==> config.mk <==
export PLATFORM = sky130hd
export DESIGN_NAME = regfile_dump
export DESIGN_NICKNAME = d
export VERILOG_FILES = /design/src/rtl/regfile_dump_pkg.sv /design/src/rtl/regfile_dump.sv
export SDC_FILE = /design/constraint.sdc
export NUM_CORES = 1
export LEC_CHECK = 0
export ABC_CLOCK_PERIOD_IN_PS = 2700
export BUFFER_PORTS_ARGS = -buffer_cell sky130_fd_sc_hd__buf_2
export CAP_MARGIN = 20
export CORE_AREA = 8 8 108 110
export DETAILED_ROUTE_END_ITERATION = 10
export DIE_AREA = 0 0 116 118
export GPL_ROUTABILITY_DRIVEN = 1
export PLACE_DENSITY_LB_ADDON = 0.12
export SLEW_MARGIN = 20
export SYNTH_ARGS = -nofsm -noshare
export SYNTH_HDL_FRONTEND = slang
export SYNTH_SLANG_ARGS = --single-unit
export TNS_END_PERCENT = 1
==> constraint.sdc <==
create_clock -name clk -period 2.7 [get_ports clk]
set_clock_uncertainty 0.15 [all_clocks]
set_input_delay 0 -clock clk [delete_from_list [all_inputs] [get_ports clk]]
set_output_delay 0 -clock clk [all_outputs]
set_load 0.05 [all_outputs]
==> src/rtl/regfile_dump_pkg.sv <==
// Shared types and sizes for the register-file dump engine (regfile_dump).
// Covers the state encoding and the register file geometry.
package regfile_dump_pkg;

  localparam int REG_ADDR_W = 5;
  localparam int REG_DATA_W = 32;
  localparam int NUM_REGS   = 32;

  typedef enum logic [1:0] {
    IDLE,
    FETCH,
    SEND,
    FIN
  } state_t;

  // Register 0 is hardwired zero, so it can be left out of a dump.
  function automatic logic is_skipped(input logic skip_zero,
                                      input logic [REG_ADDR_W-1:0] addr);
    return skip_zero && (addr == '0);
  endfunction

endpackage

==> src/rtl/regfile_dump.sv <==
// Streams a range of register file entries out over a valid/ready port.
// Optional write-back "poke" path is enabled with `define REGFILE_DUMP_POKE_EN.
module regfile_dump
  import regfile_dump_pkg::*;
#(
  parameter bit SKIP_ZERO = 1'b1
) (
  input  logic                  clk,
  input  logic                  rst,
  input  logic                  start,
  input  logic [REG_ADDR_W-1:0] first_addr,
  input  logic [REG_ADDR_W-1:0] last_addr,
  output logic                  busy,
  output logic                  done,
  output logic [REG_ADDR_W-1:0] rf_addr,
  input  logic [REG_DATA_W-1:0] rf_data,
  output logic                  out_valid,
  input  logic                  out_ready,
  output logic [REG_ADDR_W-1:0] out_addr,
  output logic [REG_DATA_W-1:0] out_data
`ifdef REGFILE_DUMP_POKE_EN
  ,
  input  logic                  poke_req,
  input  logic [REG_ADDR_W-1:0] poke_addr,
  input  logic [REG_DATA_W-1:0] poke_data,
  output logic                  poke_ack,
  output logic                  rf_we,
  output logic [REG_ADDR_W-1:0] rf_waddr,
  output logic [REG_DATA_W-1:0] rf_wdata
`endif
);

  state_t                  state;
  logic [REG_ADDR_W-1:0]   cur;
  logic [REG_ADDR_W-1:0]   last;
  logic                    take_start;

  assign rf_addr = cur;

`ifdef REGFILE_DUMP_POKE_EN
  // A poke in IDLE takes priority over a simultaneous start; writes to r0 are acked but dropped.
  assign poke_ack   = poke_req && (state == IDLE);
  assign rf_we      = poke_ack && (poke_addr != '0);
  assign rf_waddr   = poke_addr;
  assign rf_wdata   = poke_data;
  assign take_start = start && !poke_req;
`else
  assign take_start = start;
`endif

  // done is registered out of FIN, so it pulses in the first IDLE cycle after a dump.
  always_ff @(posedge clk or posedge rst) begin
    if (rst) begin
      state     <= IDLE;
      cur       <= '0;
      last      <= '0;
      busy      <= 1'b0;
      done      <= 1'b0;
      out_valid <= 1'b0;
      out_addr  <= '0;
      out_data  <= '0;
    end else begin
      done <= 1'b0;
      case (state)
        IDLE: begin
          if (take_start) begin
            last  <= last_addr;
            cur   <= first_addr;
            busy  <= 1'b1;
            state <= (first_addr > last_addr) ? FIN : FETCH;
          end
        end
        FETCH: begin
          if (is_skipped(SKIP_ZERO, cur)) begin
            if (cur == last) state <= FIN;
            else             cur   <= cur + 5'd1;
          end else begin
            out_addr  <= cur;
            out_data  <= rf_data;
            out_valid <= 1'b1;
            state     <= SEND;
          end
        end
        SEND: begin
          // Comparing against last (not a wrapped increment) lets a dump end at r31.
          if (out_ready) begin
            out_valid <= 1'b0;
            if (cur == last) begin
              state <= FIN;
            end else begin
              cur   <= cur + 5'd1;
              state <= FETCH;
            end
          end
        end
        FIN: begin
          done  <= 1'b1;
          busy  <= 1'b0;
          state <= IDLE;
        end
        default: state <= IDLE;
      endcase
    end
  end

endmodule

==> results.cfg <==
[timing]
slew_headroom = 0.5425
max_clock_freq_ghz = 0.4304
rsz0062_at_grt = no
drv_slew = 0
worstMarginPinSlew_ns = 0.6863
post-route-period-util = 0.8605
min_period_ns = 2.323
setup-violations-final = 0
tns_ns = 0
hold_violations = 0

[yosys]
syn-num-nets = 256
synth_top_cell_by_area = dfrtp_1
seq_area_frac_synth = 0.5366
synthTopCellsByArea = dfrtp_1 (54%), mux2_2 (15%), ha_1 (5.7%)
syn_area_um2 = 2425
ys.flop_type = dfrtp_1
ys_ff_latch = 52
ys_warn_count = 0
syn_inst = 199
netlist.area_leader.share = 0.5366
synth_edf_count = 0
ys_types = 39
synth_async_sr_flop_share = 1.000
syn_area_per_cell_um2 = 12.19

[clock_tree]
numCtsBuffers = 5
postCtsHoldBufs = 45
cts_root_buf = clkbuf_8
cts_resized = 0
cts_tree = built
clk_latency_ns = 0.30
path_clk_slew_ns = 0.10
clock_path_buffers = 2
post_cts_buffers = 0
clock_sinks = 52
cts_max_level = 2

[final_layout]
layout_common_cells = buf_2 (90), dfrtp_1 (52), dlygate4sd3_1 (45), mux2_2 (33), inv_1 (14)
final_common_cell = buf_2
nNetsFinal = 394
drive_above_1_share = 0.4112
finalNonFillerCells = 474
finalInstanceArea_um2 = 3580
diodes = 0
area_growth_pct = 47.63

[floorplan]
rows = 37
dieWidth_um = 116
ios = 91
dieArea_um2 = 13690
core_um2 = 10000
die_height_um = 118
initial_core_util = 0.2425

[worst_setup_path]
start_kind = flop
arrival_ns = 2.40
required_ns = 2.78
crit_path_max_fanout = 7
worstSetupPathType = flop to flop
crit_path_end_kind = flop

[detailed_routing]
via_count = 1982
finalWirelength_um = 6626
first_iter_violations = 70
via_per_inst = 4.181
dr.pass1.iters = 4
drc_errors = 0
wire_per_inst_um = 13.98
drtAntennaViolNets = 0

[global_routing]
gr-usage-all-layers = 0.09979
grt-ovfl-total = 0
antenna_found_initial = 0
grt_pass1_vias = 2151
grt_pass1_wl_um = 11020
grt_max_degree = 53

[power]
finalPower_uw = 4927
leakage_uw = 0.001698
ir_worst_vdd_mv = 0.4903
power_density_nw_per_um2 = 1376

[place]
place_area_um2 = 3042
place_hpwl_um = 4783
post-place-cells = 421
io_buffers = 90
place_congestion = 0.7776

[status]
status = complete, no violations

[run]
maxCapViolCount = 0

[hold_path]
hold_class = primary input to asynchronous set/reset pin
## worst max-delay path: stages, from the launching register on
cell,delay [ns]
dfrtp_1,0.48
inv_1,0.15
ha_1,0.17
or4b_4,0.47
nand2_2,0.14
nand3_4,0.12
or4_1,0.41
o211ai_1,0.16
## cell type report
| cell class | instances | area [um2] |
|---|---|---|
| clock buffers | 5 | 68.82 |
| clock inverters | 3 | 18.77 |
| fillers | 1033 | 6420 |
| inverters | 15 | 56.30 |
| multi-input cells | 124 | 1021 |
| flip-flops and latches | 52 | 1301 |
| well taps | 136 | 170.2 |
| repair buffers | 139 | 943.4 |
## logic make-up after synthesis
family / count (synthesis) / synth area share
flip-flops: 52 / 0.5366
AND/OR/NAND/NOR: 41 / 0.09908
multiplexers: 34 / 0.1574
AO/OA/AOI/OAI: 33 / 0.08978
buffers and inverters: 23 / 0.04231
adder cells (fa/ha/maj): 11 / 0.05676
XOR/XNOR: 5 / 0.01806
## layer usage
metal / up-vias / share of wire / global-route usage
li1: 977 / - / -
met1: 935 / 0.46 / 0.1284
met2: 66 / 0.46 / 0.1627
met3: 4 / 0.074 / 0.02668
met4: 0 / 0.0044 / 0.01946
met5: - / 0 / 0
## final timing paths
path	start	to	slack [ns]	cells past startpoint
setup reg to reg	rf_addr[0]	rf_addr[2]	0.38	7
hold reg to reg	out_addr[0]	out_addr[0]	0.34	2
max in group asynchronous	rst	last[1]	1.67	4
min in group clk	rf_data[28]	out_data[28]	0.30	3
setup / recovery	rf_addr[0]	rf_addr[2]	0.38	7
hold / removal	rst	out_data[1]	0.28	4
## flip-flops by register name, summed over array words and instances, names as in the netlist
| signal | cells |
|---|---|
| out_data | 32 |
| done | 1 |
| busy | 1 |
| state | 2 |
| last | 5 |
| out_valid | 1 |
| rf_addr | 5 |
| out_addr | 5 |
## power breakdown
| part | internal [uW] | switching, uW | total [uW] |
|---|---|---|---|
| logic | 991 | 2050 | 3040 |
| registers | 1180 | 260 | 1440 |
| clock network | 182 | 267 | 449 |
| total | 2350 | 2580 | 4930 |
## metrics by stage
stage | util | setup slack (ns) | hold WS (ns)
2_1_floorplan | - | 0.2192 | 0.0004503
3_3_place_gp | 0.3042 | 0.4351 | 0.08284
3_5_place_dp | 0.3042 | 0.3932 | 0.08558
4_1_cts | 0.3580 | 0.3662 | 0.2874
5_1_grt | 0.3580 | 0.2157 | 0.2934
6_report | 0.3580 | 0.3767 | 0.2820
## synth_stat cells, drive strengths merged (2+ instances only)
cell type	number
a21o	2
a21oi	7
a22o	3
a22oi	2
and3	3
buf	5
clkbuf	3
dfrtp	52
ha	11
inv	15
mux2	33
nand2	14
nand2b	4
nand3	4
nand4	3
nor2	2
nor3	3
nor4b	2
o211ai	3
o21ai	8
o22ai	2
o2bb2ai	2
or4	2
xnor2	3
xor2	2
No activity file was read; power rests on OpenSTA's default activity.
